`src/rtl/scroll_pkg.sv`:
```
// Shared types and defaults for the scroll tick generator.
// State encoding, parameter defaults and counter width helper.
package scroll_pkg;

  typedef enum logic {
    ST_AUTO   = 1'b0,
    ST_PAUSED = 1'b1
  } state_e;

  localparam int unsigned TICK_PERIOD_DEF     = 25_000_000;
  localparam int unsigned DEBOUNCE_CYCLES_DEF = 500_000;

  function automatic int unsigned cnt_w(input int unsigned n);
    return (n > 1) ? $clog2(n) : 1;
  endfunction

endpackage

```
`src/rtl/button_conditioner.sv`:
```
// Raw pushbutton -> 2-flop sync -> debounce -> one-cycle press pulse.
// Releases are debounced too but never produce a pulse.
module button_conditioner
  import scroll_pkg::*;
#(
  parameter int unsigned DEBOUNCE_CYCLES = DEBOUNCE_CYCLES_DEF
) (
  input  logic clk,
  input  logic reset,
  input  logic btn_i,
  output logic press_o
);

  localparam int unsigned CW = cnt_w(DEBOUNCE_CYCLES);
  localparam logic [CW-1:0] CNT_MAX = CW'(DEBOUNCE_CYCLES - 1);

  logic          sync1_q;
  logic          sync2_q;
  logic          db_q;
  logic          db_d;
  logic          db_prev_q;
  logic [CW-1:0] cnt_q;
  logic [CW-1:0] cnt_d;

  // Counter only runs while the synced level disagrees with db.
  always_comb begin
    cnt_d = cnt_q;
    db_d  = db_q;
    if (sync2_q == db_q) begin
      cnt_d = '0;
    end else if (cnt_q == CNT_MAX) begin
      db_d  = sync2_q;
      cnt_d = '0;
    end else begin
      cnt_d = cnt_q + 1'b1;
    end
  end

  always_ff @(posedge clk or posedge reset) begin
    if (reset) begin
      sync1_q   <= 1'b0;
      sync2_q   <= 1'b0;
      db_q      <= 1'b0;
      db_prev_q <= 1'b0;
      cnt_q     <= '0;
    end else begin
      sync1_q   <= btn_i;
      sync2_q   <= sync1_q;
      db_q      <= db_d;
      db_prev_q <= db_q;
      cnt_q     <= cnt_d;
    end
  end

  assign press_o = db_q & ~db_prev_q;

endmodule

```
`src/rtl/scroll_tick_gen.sv`:
```
// Advance strobe generator: periodic in AUTO, per step press in PAUSED.
// Mode button toggles AUTO/PAUSED and outranks step press and tick wrap.
module scroll_tick_gen
  import scroll_pkg::*;
#(
  parameter int unsigned TICK_PERIOD     = TICK_PERIOD_DEF,
  parameter int unsigned DEBOUNCE_CYCLES = DEBOUNCE_CYCLES_DEF
) (
  input  logic clk,
  input  logic reset,
  input  logic btn_mode,
  input  logic btn_step,
  output logic advance,
  output logic paused
);

  localparam int unsigned TW = cnt_w(TICK_PERIOD);
  localparam logic [TW-1:0] TICK_MAX = TW'(TICK_PERIOD - 1);

  state_e        state_q;
  logic [TW-1:0] tick_q;
  logic          advance_q;
  logic          mode_press;
  logic          step_press;
  logic          tick_wrap;

  button_conditioner #(
    .DEBOUNCE_CYCLES(DEBOUNCE_CYCLES)
  ) u_mode (
    .clk    (clk),
    .reset  (reset),
    .btn_i  (btn_mode),
    .press_o(mode_press)
  );

  button_conditioner #(
    .DEBOUNCE_CYCLES(DEBOUNCE_CYCLES)
  ) u_step (
    .clk    (clk),
    .reset  (reset),
    .btn_i  (btn_step),
    .press_o(step_press)
  );

  assign tick_wrap = (tick_q == TICK_MAX);

  always_ff @(posedge clk or posedge reset) begin
    if (reset) begin
      state_q   <= ST_AUTO;
      tick_q    <= '0;
      advance_q <= 1'b0;
    end else begin
      advance_q <= 1'b0;
      unique case (state_q)
        ST_AUTO: begin
          if (mode_press) begin
            state_q <= ST_PAUSED;
            tick_q  <= '0;
          end else if (tick_wrap) begin
            tick_q    <= '0;
            advance_q <= 1'b1;
          end else begin
            tick_q <= tick_q + 1'b1;
          end
        end
        ST_PAUSED: begin
          tick_q <= '0;
          if (mode_press) begin
            state_q <= ST_AUTO;
          end else if (step_press) begin
            advance_q <= 1'b1;
          end
        end
      endcase
    end
  end

  assign advance = advance_q;
  assign paused  = (state_q == ST_PAUSED);

endmodule

```
`config.mk`:
```
export PLATFORM = sky130hd
export DESIGN_NAME = scroll_tick_gen
export DESIGN_NICKNAME = d
export VERILOG_FILES = /design/src/rtl/scroll_pkg.sv /design/src/rtl/button_conditioner.sv /design/src/rtl/scroll_tick_gen.sv
export SDC_FILE = /design/constraint.sdc
export NUM_CORES = 1
export LEC_CHECK = 0
export BUFFER_PORTS_ARGS = -buffer_cell sky130_fd_sc_hd__buf_2
export CAP_MARGIN = 20
export CORE_MARGIN = 2
export CORE_UTILIZATION = 55
export CTS_CLUSTER_DIAMETER = 200
export DETAILED_ROUTE_END_ITERATION = 8
export PLACE_DENSITY = 0.8
export SLEW_MARGIN = 20
export SYNTH_ARGS = -nofsm -noshare
export SYNTH_HDL_FRONTEND = slang
export SYNTH_HIERARCHICAL = 1
export SYNTH_SLANG_ARGS = --single-unit
```
`constraint.sdc`:
```
create_clock -name clk -period 1.9 [get_ports clk]
set_input_delay 0.285 -clock clk [delete_from_list [all_inputs] [get_ports clk]]
set_output_delay 0.285 -clock clk [all_outputs]
set_load 0.1 [all_outputs]
```
==> key figures <==
Placement
  • Post-DP HPWL: 4440 um
  • GPL Wtd Cong: 0.831
  • I/O Buffers: 5

Layout
  • Reg area: 0.00183 mm^2
  • Core Util, Final: 62.7%
  • # nets final: 374
  • Commonest non-fill, non-tap cell in the layout: dfrtp_1
  • Most frequent cells in the layout: dfrtp_1, nor2_1, xor2_1
  • Synthesis-to-layout area growth: 10.5%
  • ANT cells: 0
  • # fillers: 514
  • Area of the multi-input gates: 0.00166 mm^2
  • Share of layout cells above drive strength 1: 12.6%

Timing
  • F_max: 565 MHz
  • Final hold vios: 0
  • Period minus WS final: 1770 ps
  • Slew @ Worst Pin: 484 ps
  • Worst slew margin: 67.9%
  • Final worst path period share: 93.1%
  • Final setup viols: 0
  • RSZ-0062 raised after global routing: no
  • Hold_ws: 49.0 ps
  • Setup Skew: 8.90 ps
  • Pins Over Slew Limit: 0
  • Setup TNS: 0 ps

Critical path
  • R2R Path End: u_mode/cnt_q[6]$_DFF_PP0_
  • CP Data Required Time: 2130 ps
  • Reg2reg start: u_mode/cnt_q[11]$_DFF_PP0_
  • Worst setup EP type: flip-flop
  • Reg2reg path depth: 5
  • Crit path kind: flip-flop to flip-flop
  • R2r setup slk: 130 ps
  • Critical Path AT: 2000 ps
  • Worst Setup EP: u_mode/cnt_q[6]$_DFF_PP0_
  • Worst Path Max Fanout: 8
  • CP startpoint kind: flip-flop
  • Setup crit start: u_mode/cnt_q[11]$_DFF_PP0_

Clock tree
  • CTS tree: yes
  • CTS Buffer Depth: 2
  • Htree depth: 3
  • Root Driver: clkbuf_8
  • Worst skew pair latency: 340 ps
  • Clk pin slew, worst setup/hold paths: 70 ps
  • CTS sink count: 73
  • Inserted Clock Buffers: 9

Global route
  • Initial antenna violation count: 0
  • Total track usage: 20.0%
  • Largest net degree at the start of global routing: 24
  • GRT Residual Overflow: 0
  • Vias in the first global route: 2562
  • First-pass GRT wire length: 11500 um

Die
  • Total die area: 0.00722 mm^2
  • Initial core utilization: 56.8%
  • Die Ht: 85.0 um
  • # IOs: 6
  • Core Area: 0.00635 mm^2
  • Row cnt: 29
  • Die width: 85.0 um

Yosys
  • Async SR Flop Fraction: 100%
  • Ys flop type: dfrtp_1
  • Area of the mapped netlist: 0.00360 mm^2
  • Syn. warnings: 6
  • Yosys cell types: 38
  • Mapped Cells: 349
  • Syn avg cell area: 10.3 um^2
  • Syn_nets: 356
  • Flip-flop and latch count after synthesis: 73
  • Number of synthesized flops with an enable pin: 0
  • Sequential share of the synthesized area: 50.7%

Route
  • DRC: 0
  • Starting DRT DRC Count: 146
  • Vias: 2580
  • DRT antenna net count: 0
  • Wire per inst: 14.4 um
  • First drt pass iteration count: 4
  • Final wirelength: 6460 um
  • Via-to-Cell Ratio: 5.75

Outcome
  • Status: finished, final reports clean

Power
  • Pwr/cell area: 792 mW/mm^2
  • Net load switching power: 614 uW
  • Clock share of power: 47.4%
  • Combinational share of power: 2.4%
  • Peak VDD IR: 881 uV
  • Int Pwr: 2540 uW
  • Sequential share of power: 50.1%
  • Final Power: 3150 uW
  • LEAKAGE: 0.00174 uW
  • Switching fraction of total power: 19.5%

Job
  • MaxCap Viol Count: 0

Worst hold path
  • Min-delay worst type: primary input to flip-flop
-- power by group through the flow --
stage               Combinational, uW  Sequential [uW]  Clock (uW)
global route                     90.7             1580        1610
global placement                 76.7             1610           0
CTS                              80.7             1580        1540
floorplan                        62.9             1610           0
detailed placement               78.2             1610           0
finish                           77.0             1580        1500
-- what timing repair did --
action / 4_1_cts / 5_1_grt
hold endpoints to repair: 11 / 0
hold buffers: 1 / 0
setup buffers: 0 / 0
resized for setup: 0 / 2
endpoints found under the setup margin: 0 / 7
-- critical path: stages (launching register included) --
cell and delay, ps:
dfrtp_1 430, or4_4 550, nor3_2 220, a21bo_1 210, buf_4 190, nor2_1 70
-- how the worst min path moves through the flow --
stage	from	to	slack [ps]	cells after the start
2_1_floorplan	reset	u_mode/cnt_q[0]$_DFF_PP0_	290	1
3_3_place_gp	reset	tick_q[10]$_DFF_PP0_	330	2
3_5_place_dp	reset	tick_q[10]$_DFF_PP0_	340	2
4_1_cts	btn_mode	u_mode/sync1_q$_DFF_PP0_	30	1
5_1_grt	btn_mode	u_mode/sync1_q$_DFF_PP0_	20	1
6_report	btn_mode	u_mode/sync1_q$_DFF_PP0_	50	1
-- cell type report --
cell class / count / share of cell area, %
multi-input cells: 259 / 41.6
clock inverters: 4 / 2.48
repair buffers: 19 / 3.33
flip-flops and latches: 73 / 45.9
inverters: 5 / 0.471
clock buffers: 12 / 3.89
well taps: 77 / 2.42
-- routing by layer --
layer / part of all wire (%) / global-route usage [%]
met5: 0 / 0
met4: 1.1 / 8.95
met3: 3.5 / 5.54
met2: 48 / 30.5
met1: 47 / 26.7
-- flip-flops by register name, indices dropped and copies added, names as in the netlist --
register and flops:
u_step/sync2_q 1, u_mode/db_q 1, u_step/db_q 1, u_step/db_prev_q 1, advance 1, paused 1
tick_q 25, u_mode/db_prev_q 1, u_mode/sync2_q 1, u_step/cnt_q 19, u_step/sync1_q 1, u_mode/sync1_q 1
u_mode/cnt_q 19
-- cells in the mapped netlist (5+ instances only) --
cell	number	area share (%)
and3_1	10	1.7
inv_1	5	0.52
o21ai_0	10	1.4
xnor2_1	16	3.9
nor4_1	6	1.0
or3_1	11	1.9
nand3_1	24	3.3
or4_1	7	1.5
a21oi_1	20	2.8
o31ai_1	7	1.5
and4_1	6	1.5
xor2_1	25	6.1
nand2_1	21	2.2
dfrtp_1	73	51
nor2_1	45	4.7
nand4_1	13	2.3
-- metrics by stage --
step                setup WS, ps  std cells  area (um^2)
floorplan                    225        349         3600
global placement             140        432         3720
detailed placement          78.6        432         3720
CTS                         49.9        449         3980
global route                5.74        449         3980
finish                       131        449         3980
-- cell families after synthesis --
| group | after synthesis | synth area share, % |
|---|---|---|
| muxes | 2 | 0.833 |
| DFF | 73 | 50.7 |
| xor gates and xnor gates | 41 | 9.96 |
| buffers and inverters | 17 | 3.47 |
| adders and majority gates | 3 | 1.04 |
| AOI/OAI and AO/OA | 42 | 6.91 |
| and+or+nand+nor | 171 | 27.1 |
Note: power is estimated with default switching activity, not from simulation.
